<file path="src/rtl/load_store_unit_if.sv">
// rtl/load_store_unit_if.sv - data-memory request/ready bus between the LSU and memory
interface load_store_unit_if;
    logic        mem_req;
    logic        mem_we;
    logic [31:0] mem_addr;
    logic [3:0]  mem_wstrb;
    logic [31:0] mem_wdata;
    logic        mem_ready;
    logic [31:0] mem_rdata;

    modport master (
        output mem_req, mem_we, mem_addr, mem_wstrb, mem_wdata,
        input  mem_ready, mem_rdata
    );

    modport slave (
        input  mem_req, mem_we, mem_addr, mem_wstrb, mem_wdata,
        output mem_ready, mem_rdata
    );
endinterface

</file>
<file path="src/rtl/load_store_unit.sv">
// rtl/load_store_unit.sv - memory-stage load/store unit with word-aligned request/ready bus
module load_store_unit #(
    parameter int MEM_WAIT_MAX = 255
) (
    input  logic                     clk,
    input  logic                     rst,
    input  logic                     in_valid,
    input  logic [4:0]               opcode,
    input  logic [2:0]               func3,
    input  logic [31:0]              addr,
    input  logic [31:0]              store_data,
    output logic                     stall,
    output logic                     ld_valid,
    output logic [31:0]              ld_data,
    output logic                     fault,
    output logic [1:0]               fault_cause,
    output logic [31:0]              fault_addr,
    load_store_unit_if.master        mem
);
    localparam logic [4:0] OP_LOAD   = 5'b00000;
    localparam logic [4:0] OP_STORE  = 5'b01000;
    localparam logic [7:0] WAIT_LAST = 8'(MEM_WAIT_MAX - 1);

    typedef enum logic [1:0] {IDLE = 2'd0, REQ = 2'd1, RESP = 2'd2} state_t;

    state_t      state, state_nxt;
    logic        is_load, is_store, accept, func3_ok, misaligned, access_ok, timeout;
    logic [7:0]  wait_cnt;
    logic [2:0]  req_func3;
    logic [1:0]  req_off;
    logic [3:0]  strb_nxt;
    logic [31:0] wdata_nxt, lane, ld_ext;

    assign is_load    = (opcode == OP_LOAD);
    assign is_store   = (opcode == OP_STORE);
    assign accept     = (state == IDLE) && in_valid && (is_load || is_store);
    assign misaligned = ((func3[1:0] == 2'b10) && (addr[1:0] != 2'b00)) ||
                        ((func3[1:0] == 2'b01) && addr[0]);
    assign access_ok  = func3_ok && !misaligned;
    assign timeout    = (state == REQ) && !mem.mem_ready && (wait_cnt == WAIT_LAST);

    always_comb begin
        func3_ok = 1'b0;
        case (func3)
            3'b000, 3'b001, 3'b010: func3_ok = 1'b1;
            3'b100, 3'b101:         func3_ok = is_load;
            default:                func3_ok = 1'b0;
        endcase
    end

    always_comb begin
        strb_nxt  = 4'b0000;
        wdata_nxt = 32'h0;
        if (is_store) begin
            case (func3[1:0])
                2'b00: begin
                    strb_nxt  = 4'b0001 << addr[1:0];
                    wdata_nxt = {4{store_data[7:0]}};
                end
                2'b01: begin
                    strb_nxt  = 4'b0011 << addr[1:0];
                    wdata_nxt = {2{store_data[15:0]}};
                end
                default: begin
                    strb_nxt  = 4'b1111;
                    wdata_nxt = store_data;
                end
            endcase
        end
    end

    // Shift the addressed byte/half down to bit 0, then extend per the latched width code.
    assign lane = mem.mem_rdata >> {req_off, 3'b000};

    always_comb begin
        ld_ext = lane;
        case (req_func3)
            3'b000:  ld_ext = {{24{lane[7]}}, lane[7:0]};
            3'b001:  ld_ext = {{16{lane[15]}}, lane[15:0]};
            3'b100:  ld_ext = {24'h0, lane[7:0]};
            3'b101:  ld_ext = {16'h0, lane[15:0]};
            default: ld_ext = lane;
        endcase
    end

    always_ff @(posedge clk) begin
        if (rst) state <= IDLE;
        else     state <= state_nxt;
    end

    always_comb begin
        state_nxt = state;
        case (state)
            IDLE:    if (accept && access_ok) state_nxt = REQ;
            REQ:     if (mem.mem_ready || timeout) state_nxt = RESP;
            RESP:    state_nxt = IDLE;
            default: state_nxt = IDLE;
        endcase
    end

    always_comb begin
        stall       = ((state == IDLE) && accept && access_ok) || (state == REQ);
        mem.mem_req = (state == REQ);
    end

    always_ff @(posedge clk) begin
        if (rst) begin
            ld_valid      <= 1'b0;
            ld_data       <= 32'h0;
            fault         <= 1'b0;
            fault_cause   <= 2'b00;
            fault_addr    <= 32'h0;
            mem.mem_we    <= 1'b0;
            mem.mem_addr  <= 32'h0;
            mem.mem_wstrb <= 4'b0000;
            mem.mem_wdata <= 32'h0;
            wait_cnt      <= 8'h0;
            req_func3     <= 3'b000;
            req_off       <= 2'b00;
        end else begin
            ld_valid <= 1'b0;
            fault    <= 1'b0;
            case (state)
                IDLE: if (accept) begin
                    if (!func3_ok) begin
                        fault       <= 1'b1;
                        fault_cause <= 2'b10;
                        fault_addr  <= addr;
                    end else if (misaligned) begin
                        fault       <= 1'b1;
                        fault_cause <= 2'b01;
                        fault_addr  <= addr;
                    end else begin
                        mem.mem_addr  <= {addr[31:2], 2'b00};
                        mem.mem_we    <= is_store;
                        mem.mem_wstrb <= strb_nxt;
                        mem.mem_wdata <= wdata_nxt;
                        req_func3     <= func3;
                        req_off       <= addr[1:0];
                        wait_cnt      <= 8'h0;
                    end
                end
                REQ: begin
                    if (mem.mem_ready) begin
                        if (!mem.mem_we) begin
                            ld_valid <= 1'b1;
                            ld_data  <= ld_ext;
                        end
                    end else if (timeout) begin
                        fault       <= 1'b1;
                        fault_cause <= 2'b11;
                        fault_addr  <= {mem.mem_addr[31:2], req_off};
                    end else begin
                        wait_cnt <= wait_cnt + 8'd1;
                    end
                end
                default: ;
            endcase
        end
    end
endmodule

</file>
<file path="src/flat_wrapper.sv">
// flat-port wrapper written by rule: the top's interface ports become plain ports
module load_store_unit_flat 
#(
    parameter int MEM_WAIT_MAX = 255
)
  (clk, rst, in_valid, opcode, func3, addr, store_data, stall, ld_valid, ld_data, fault, fault_cause, fault_addr, mem_mem_req, mem_mem_we, mem_mem_addr, mem_mem_wstrb, mem_mem_wdata, mem_mem_ready, mem_mem_rdata);
  load_store_unit_if mem_i ();
  input  logic clk;
  input  logic rst;
  input  logic in_valid;
  input  logic [4:0] opcode;
  input  logic [2:0] func3;
  input  logic [31:0] addr;
  input  logic [31:0] store_data;
  output logic stall;
  output logic ld_valid;
  output logic [31:0] ld_data;
  output logic fault;
  output logic [1:0] fault_cause;
  output logic [31:0] fault_addr;
  output wire logic [$bits(mem_i.mem_req)-1:0] mem_mem_req;
  output wire logic [$bits(mem_i.mem_we)-1:0] mem_mem_we;
  output wire logic [$bits(mem_i.mem_addr)-1:0] mem_mem_addr;
  output wire logic [$bits(mem_i.mem_wstrb)-1:0] mem_mem_wstrb;
  output wire logic [$bits(mem_i.mem_wdata)-1:0] mem_mem_wdata;
  input wire logic [$bits(mem_i.mem_ready)-1:0] mem_mem_ready;
  input wire logic [$bits(mem_i.mem_rdata)-1:0] mem_mem_rdata;
  assign mem_mem_req = mem_i.mem_req;
  assign mem_mem_we = mem_i.mem_we;
  assign mem_mem_addr = mem_i.mem_addr;
  assign mem_mem_wstrb = mem_i.mem_wstrb;
  assign mem_mem_wdata = mem_i.mem_wdata;
  assign mem_i.mem_ready = mem_mem_ready;
  assign mem_i.mem_rdata = mem_mem_rdata;
  load_store_unit #(.MEM_WAIT_MAX(MEM_WAIT_MAX)) u_core (.clk(clk), .rst(rst), .in_valid(in_valid), .opcode(opcode), .func3(func3), .addr(addr), .store_data(store_data), .stall(stall), .ld_valid(ld_valid), .ld_data(ld_data), .fault(fault), .fault_cause(fault_cause), .fault_addr(fault_addr), .mem(mem_i));
endmodule
</file>
<file path="config.mk">
export PLATFORM = sky130hd
export DESIGN_NAME = load_store_unit_flat
export DESIGN_NICKNAME = d
export VERILOG_FILES = /design/src/rtl/load_store_unit_if.sv /design/src/rtl/load_store_unit.sv /design/src/flat_wrapper.sv
export SDC_FILE = /design/constraint.sdc
export NUM_CORES = 1
export LEC_CHECK = 0
export ABC_AREA = 1
export CORE_ASPECT_RATIO = 1.2
export CORE_MARGIN = 4
export CORE_UTILIZATION = 42
export CTS_CLUSTER_DIAMETER = 80
export CTS_CLUSTER_SIZE = 28
export DETAILED_ROUTE_END_ITERATION = 8
export HOLD_SLACK_MARGIN = 0.1
export PLACE_DENSITY_LB_ADDON = 0.3
export SLEW_MARGIN = 20
export SYNTH_ARGS = -nofsm -noshare
export SYNTH_HDL_FRONTEND = slang
export SYNTH_SLANG_ARGS = --single-unit
</file>
<file path="constraint.sdc">
create_clock -name clk -period 1.6 [get_ports clk]
set_input_delay 0.4 -clock clk [delete_from_list [all_inputs] [get_ports clk]]
set_output_delay 0.4 -clock clk [all_outputs]
set_load 0.05 [all_outputs]
</file>
==> results.txt, run 1 <==
Critical Path, Cell by Cell -> nor2_4 > nand3_2 > nor2_4 > nand2_4 > nand2_8 > buf_12
via count -> 9,303
Die Width -> 129 um
critical path capture point type -> output pin
clk_lat worst skew -> 0.43 ns
commonest non-fill, non-tap cells in the layout -> nand2_1, buf_12, dfxtp_1, nor2_1, clkdlybuf4s50_1
number of port buffers -> 244
Post-Syn Area -> 7340 um^2
row cnt -> 52
final setup vio count -> 109
Achievable Freq -> 522 MHz
Layout area overhead -> 84.2%
Worst Path Max Fanout -> 2
Pleak -> 5.55 nW
initial antenna violation count -> 1
Clock Pin Slew Worst Setup and Hold Paths -> 0.06 ns
Routed met1 length -> 11,100 um
drt initial violations -> 928
CTS Hold Bufs -> 0
DRC Markers -> 1
leading area contributor after synthesis -> dfxtp_1
first-pass GRT wire length -> 44,600 um
Fin. Hold Viols -> 0
Post-DRT Antenna Nets -> 0
minimum clock period after layout -> 1.91 ns
CTS Sinks -> 150
WL final -> 32,600 um
Die Area -> 19,700 um^2
Post-Syn Area per Cell -> 6.79 um^2
startpoint class of the critical path -> flop
CP bufs+invs -> 1
die height -> 153 um
storage element area -> 3010 um^2
max cap viols -> 0
drt via density -> 5.69
CTS buffer count -> 17
Post-DP HPWL -> 18,800 um
most common cell after layout, fill and taps aside -> nand2_1
fin util -> 79.3%
worst setup path class -> flop to output pin
Clock Skews -> 0.0147 ns
multi-input logic area -> 4080 um^2
share of cells above drive strength 1 -> 31.3%
Initial Utilization -> 43.1%
Final Max Slew Viols -> 0
Ports -> 247
hold depth -> 4
CORE AREA -> 17,000 um^2
sequential-to-total area share from yosys stat -> 40.9%
Synth top area share -> 40.9%
Ys Warns -> 0
FF+latch count, synth -> 150
# fillers -> 983
Worst R2R Setup Slack -> -0.19 ns
CTS root buf -> clkbuf_16
hold_ws -> 0.391 ns
metal2 WL -> 16,000 um
CP peak stage delay -> 0.34 ns
CTS HTree Levels -> 4
top sig layer -> met5
main area contributors after synthesis -> dfxtp_1, nand2_1, nor2_1
Worst path most repeated cell -> nor2_4
RSZ-0062 raised after global routing -> yes
Critical Path AT -> 1.51 ns
worst min path class -> input pin to flop
IR drop worst, VDD -> 765 uV
gr ovfl total -> 0
Cells after Synth -> 1,081
gr usage total -> 28.3%
R2R cell count -> 11
CP delay by family, top -> simple AND/OR/NAND/NOR gates
post-route setup slack -> -0.315 ns
largest net degree at the start of global routing -> 81
drt wl/cell -> 19.9 um
status -> finished with violations
GPL Wtd Cong -> 0.925
pwr dens -> 656 nW/um^2
number of global-route vias before repair -> 8,725
routed wl met3 -> 3410 um
TritonRoute pass-1 iters -> 9
CP required -> 1.20 ns
failing checks -> DRC, setup timing
CTS Buffer Depth -> 2
CTS tree -> built
count of different cell masters after synthesis -> 34
final worst path period share -> 120%
Worst path slowest cell -> dfxtp_2
Levels on crit path -> 6
Nets -> 1,514
==> per-layer routing <==
layer	vias up	GRT usage [%]
li1	4180	-
met1	4332	32.1
met2	612	47.9
met3	177	8.34
met4	2	13.8
met5	-	0
==> stage by stage <==
step	setup slack [ns]	TNS, ns	instance area [um^2]	total power [mW]	cells
after floorplan	-0.156	-0.156	7360	4.30	1082
after global placement	-0.703	-81.23	11900	4.91	1558
after detailed placement	-0.781	-88.25	11900	4.92	1558
after CTS	-0.224	-1.59	12900	8.74	1618
after global routing	-0.340	-17.41	13500	9.12	1633
final	-0.315	-12.67	13500	8.87	1634
==> registers in the layout (all words and copies together) (netlist names) <==
register	count
u_core.state	2
u_core.req_func3	3
u_core.mem.mem_wstrb	4
u_core.fault_addr	32
u_core.ld_valid	1
u_core.mem.mem_addr	30
u_core.mem.mem_wdata	32
u_core.fault	1
u_core.fault_cause	2
u_core.mem.mem_we	1
u_core.wait_cnt	8
u_core.req_off	2
u_core.ld_data	32
==> tightest hold or removal path, cell delays in order <==
cell	delay, ns
clkbuf_2	0.11
buf_4	0.14
nand3_2	0.08
a21oi_2	0.05
==> repair_timing <==
action,in CTS,in global routing
cloned,6,10
resized for setup,67,135
endpoints found under the setup margin,116,137
buffers inserted,23,8
pin swaps,17,28
==> power by group <==
| part | leakage [nW] | switching, mW | internal [mW] |
|---|---|---|---|
| Combinational | 4.08 | 0.643 | 0.603 |
| Clock | 0.255 | 1.69 | 2.15 |
| Sequential | 1.21 | 0.0293 | 3.76 |
==> final cells by class <==
cell class / instances / share of cell area [%]
clock buffers: 18 / 3.17
flip-flops and latches: 150 / 22.3
repair buffers: 379 / 39.5
inverters: 67 / 1.99
clock inverters: 14 / 0.953
multi-input cells: 789 / 30.1
diodes: 1 / 0.0185
well taps: 216 / 2.00
==> logic make-up (layout without fill, tap and decap cells) <==
group                      count (synthesis)  count (layout)  synth area share [%]
AOI/OAI and AO/OA                        226             226                  17.4
xor gates and xnor gates                   3               3                 0.358
buffers and inverters                    143             478                  9.37
other                                      1               3                0.0511
and+or+nand+nor                          556             556                  31.6
DFF                                      150             150                  40.9
adders and majority gates                  2               2                 0.341
==> synthesized netlist by cell type <==
| master | count |
|---|---|
| o221a_2 | 7 |
| o21a_1 | 9 |
| nand2_1 | 276 |
| clkinv_1 | 2 |
| nor2_1 | 162 |
| nor2_2 | 3 |
| buf_4 | 6 |
| buf_2 | 22 |
| buf_1 | 2 |
| nand2_4 | 2 |
| o21ai_2 | 1 |
| nand4_1 | 29 |
| conb_1 | 1 |
| o21ai_0 | 85 |
| or2_2 | 9 |
| o211ai_1 | 8 |
| clkbuf_2 | 3 |
| nor3_1 | 1 |
| nor2_4 | 2 |
| ha_1 | 2 |
| o31ai_1 | 8 |
| nand3_2 | 1 |
| o21ai_1 | 3 |
| o21bai_2 | 1 |
| a31o_2 | 7 |
| inv_1 | 60 |
| a21oi_1 | 97 |
| clkbuf_1 | 30 |
| nand3_1 | 67 |
| dfxtp_1 | 150 |
| nand2_2 | 4 |
| inv_2 | 5 |
| buf_6 | 13 |
| xor2_1 | 3 |
==> worst paths after layout <==
path	startpoint	end
worst min-delay path	addr[0]	u_core.req_off[0]$_SDFFE_PP0P_
worst min register to register	u_core.req_func3[2]$_SDFFE_PP0P_	u_core.req_func3[2]$_SDFFE_PP0P_
worst max-delay path	u_core.state[0]$_SDFFE_PP0P_	stall
worst max register to register	u_core.state[0]$_SDFFE_PP0P_	u_core.mem.mem_addr[11]$_SDFFE_PP0P_
No activity file was read; power rests on OpenSTA's default activity.
==> inputs of run 2 (changes only) <==
--- a/constraint.sdc
+++ b/constraint.sdc
@@ -3,2 +3,2 @@
 set_output_delay 0.4 -clock clk [all_outputs]
-set_load 0.05 [all_outputs]
+set_load 0.005 [all_outputs]
==> results.txt, run 2 (synthesis gave the netlist of run 1 again) <==
Critical Path, Cell by Cell -> nor2_4 > nand3_2 > nor2_4 > nand2_2 > nand2_2 > buf_6 (was nor2_4 > nand3_2 > nor2_4 > nand2_4 > nand2_8 > buf_12)
Design Area, Final -> 11,800 um^2 (was 13,500 um^2)
number of port buffers -> 244 (unchanged)
WL final -> 26,900 um (was 32,600 um)
final worst path period share -> 109% (was 120%)
share of cells above drive strength 1 -> 22.2% (was 31.3%)
multi-input logic area -> 3900 um^2 (was 4080 um^2)
Pleak -> 5.50 nW (was 5.55 nW)
Initial Utilization -> 43.1% (unchanged)
placed cell area -> 10,600 um^2 (was 11,900 um^2)
commonest non-fill, non-tap cells in the layout -> nand2_1, dlygate4sd2_1, dfxtp_1, nor2_1, clkdlybuf4s50_1 (was nand2_1, buf_12, dfxtp_1, nor2_1, clkdlybuf4s50_1)
CP required -> 1.20 ns (about the same)
Clock Skews -> 0.0114 ns (was 0.0147 ns)
initial antenna violation count -> 0 (was 1)
Achievable Freq -> 571 MHz (was 522 MHz)
CTS tree -> built (unchanged)
Worst path slowest cell -> dfxtp_2 (unchanged)
IR drop worst, VDD -> 743 uV (was 765 uV)
failing checks -> setup timing (was DRC, setup timing)
# fillers -> 1,407 (was 983)
CTS root buf -> clkbuf_16 (unchanged)
CP bufs+invs -> 1 (unchanged)
R2R cell count -> 10 (was 11)
fin util -> 69.0% (was 79.3%)
Post-DRT Antenna Nets -> 0 (unchanged)
hold depth -> 4 (unchanged)
Post-DP HPWL -> 17,800 um (was 18,800 um)
drt initial violations -> 600 (was 928)
Critical Path AT -> 1.35 ns (was 1.51 ns)
via count -> 8,576 (was 9,303)
CP delay by family, top -> simple AND/OR/NAND/NOR gates (unchanged)
Fin. Hold Viols -> 0 (unchanged)
min-delay src -> rst (was addr[0])
placed cell count -> 1,567 (was 1,558)
status -> finished with violations (unchanged)
pwr dens -> 748 nW/um^2 (was 656 nW/um^2)
post-route setup slack -> -0.151 ns (was -0.315 ns)
reg-to-reg endpoint -> u_core.ld_data[2]$_SDFFE_PP0P_ (was u_core.mem.mem_addr[11]$_SDFFE_PP0P_)
number of global-route vias before repair -> 8,046 (was 8,725)
TritonRoute pass-1 iters -> 5 (was 9)
CP peak stage delay -> 0.34 ns (about the same)
minimum clock period after layout -> 1.75 ns (was 1.91 ns)
critical path capture point type -> output pin (unchanged)
CTS HTree Levels -> 4 (unchanged)
gr usage total -> 25.2% (was 28.3%)
CTS Sinks -> 150 (unchanged)
Layout area overhead -> 60.3% (was 84.2%)
biggest regs -> u_core.fault_addr (32), u_core.ld_data (32), u_core.mem.mem_wdata (32) (unchanged)
Tot Pwr -> 8.80 mW (was 8.87 mW)
Final Non-Filler Cells -> 1,629 (was 1,634)
Die Width -> 129 um (unchanged)
startpoint class of the critical path -> flop (unchanged)
Ports -> 247 (unchanged)
CTS buffer count -> 17 (unchanged)
GPL Wtd Cong -> 0.880 (was 0.925)
CORE AREA -> 17,000 um^2 (unchanged)
Final Max Slew Viols -> 0 (unchanged)
Place WS -> -0.973 ns (was -0.781 ns)
Die Area -> 19,700 um^2 (unchanged)
largest net degree at the start of global routing -> 47 (was 81)
Clock Pin Slew Worst Setup and Hold Paths -> 0.07 ns (was 0.06 ns)
final setup vio count -> 58 (was 109)
drt via density -> 5.26 (was 5.69)
CTS Hold Bufs -> 0 (unchanged)
CTS Buffer Depth -> 2 (unchanged)
max cap viols -> 0 (unchanged)
Worst Path Max Fanout -> 2 (unchanged)
Hold Crit Endpoint -> u_core.ld_data[10]$_SDFFE_PP0P_ (was u_core.req_off[0]$_SDFFE_PP0P_)
ANT cells -> 0 (was 1)
Nets -> 1,510 (was 1,514)
first-pass GRT wire length -> 40,500 um (was 44,600 um)
Worst R2R Setup Slack -> -0.11 ns (was -0.19 ns)
storage element area -> 3040 um^2 (was 3010 um^2)
worst setup path class -> flop to output pin (unchanged)
Critical R2R Launch -> u_core.state[1]$_SDFFE_PP0P_ (was u_core.state[0]$_SDFFE_PP0P_)
worst min path class -> input pin to flop (unchanged)
row cnt -> 52 (unchanged)
most common cell after layout, fill and taps aside -> nand2_1 (unchanged)
clk_lat worst skew -> 0.43 ns (about the same)
die height -> 153 um (unchanged)
gr ovfl total -> 0 (unchanged)
DRC Markers -> 0 (was 1)
drt wl/cell -> 16.5 um (was 19.9 um)
RSZ-0062 raised after global routing -> yes (unchanged)
-- run 2: cell types whose count changed in the layout (fill, tap and decap cells not counted), moves of 11 or more --
cell / delta
dlygate4sd2_1: +136
buf_12: -135
nor2_2: +31
dfxtp_1: -23
dfxtp_2: +23
nor2_1: -22
nand2_1: +15
o21ai_1: +11
-- run 2: worst max-delay path by stage --
stage / startpoint / endpoint / slack (ns) / cells past startpoint
finish: u_core.state[1]$_SDFFE_PP0P_ / stall / -0.15 / 6
global route: opcode[2] / stall / -0.24 / 9
floorplan: opcode[1] / stall / -0.04 / 9
global placement: func3[1] / stall / -0.91 / 9
detailed placement: func3[1] / stall / -0.97 / 9
CTS: u_core.state[1]$_SDFFE_PP0P_ / stall / -0.24 / 6
-- run 2: metal layers --
metal	global-route usage (%)	up-vias	routed length, um	share of wire, %
met5	0	-	0	0
met4	8.70	0	853	3.2
met3	8.48	57	2500	9.3
met2	42.4	373	13300	49
met1	29.7	3969	10200	38
li1	-	4177	-	-
-- run 2: cell type report --
class / instances / share of cell area [%]
Multi-Input combinational cell: 789 / 33.1
Tap cell: 216 / 2.30
Timing Repair Buffer: 375 / 31.4
Inverter: 67 / 2.34
Clock buffer: 17 / 3.61
Sequential cell: 150 / 25.8
Clock inverter: 15 / 1.39
-- run 2: per-stage QoR --
step                      TNS (ns)  hold slack, ns
after CTS                   -0.266           0.341
final                        -4.09           0.353
after global routing         -9.73           0.359
after global placement      -85.25           0.449
after floorplan            -0.0445           0.441
after detailed placement    -91.34           0.455
-- run 2: repair_timing --
| action | 4_1_cts | 5_1_grt |
|---|---|---|
| pin swaps | 9 | 28 |
| endpoints found under the setup margin | 252 | 149 |
| buffers inserted | 6 | 13 |
| gates cloned | 1 | 10 |
| resized for setup | 204 | 112 |
-- run 2: worst min-delay path: cells and delay by family --
family                 cells  cell delay, ns
buffers and inverters      2            0.22
AND/OR/NAND/NOR            2            0.11
-- run 2: power by group --
group,total (mW),internal [mW],switching (mW)
Sequential,3.77,3.76,0.0140
Clock,4.01,2.21,1.79
Combinational,1.02,0.532,0.489
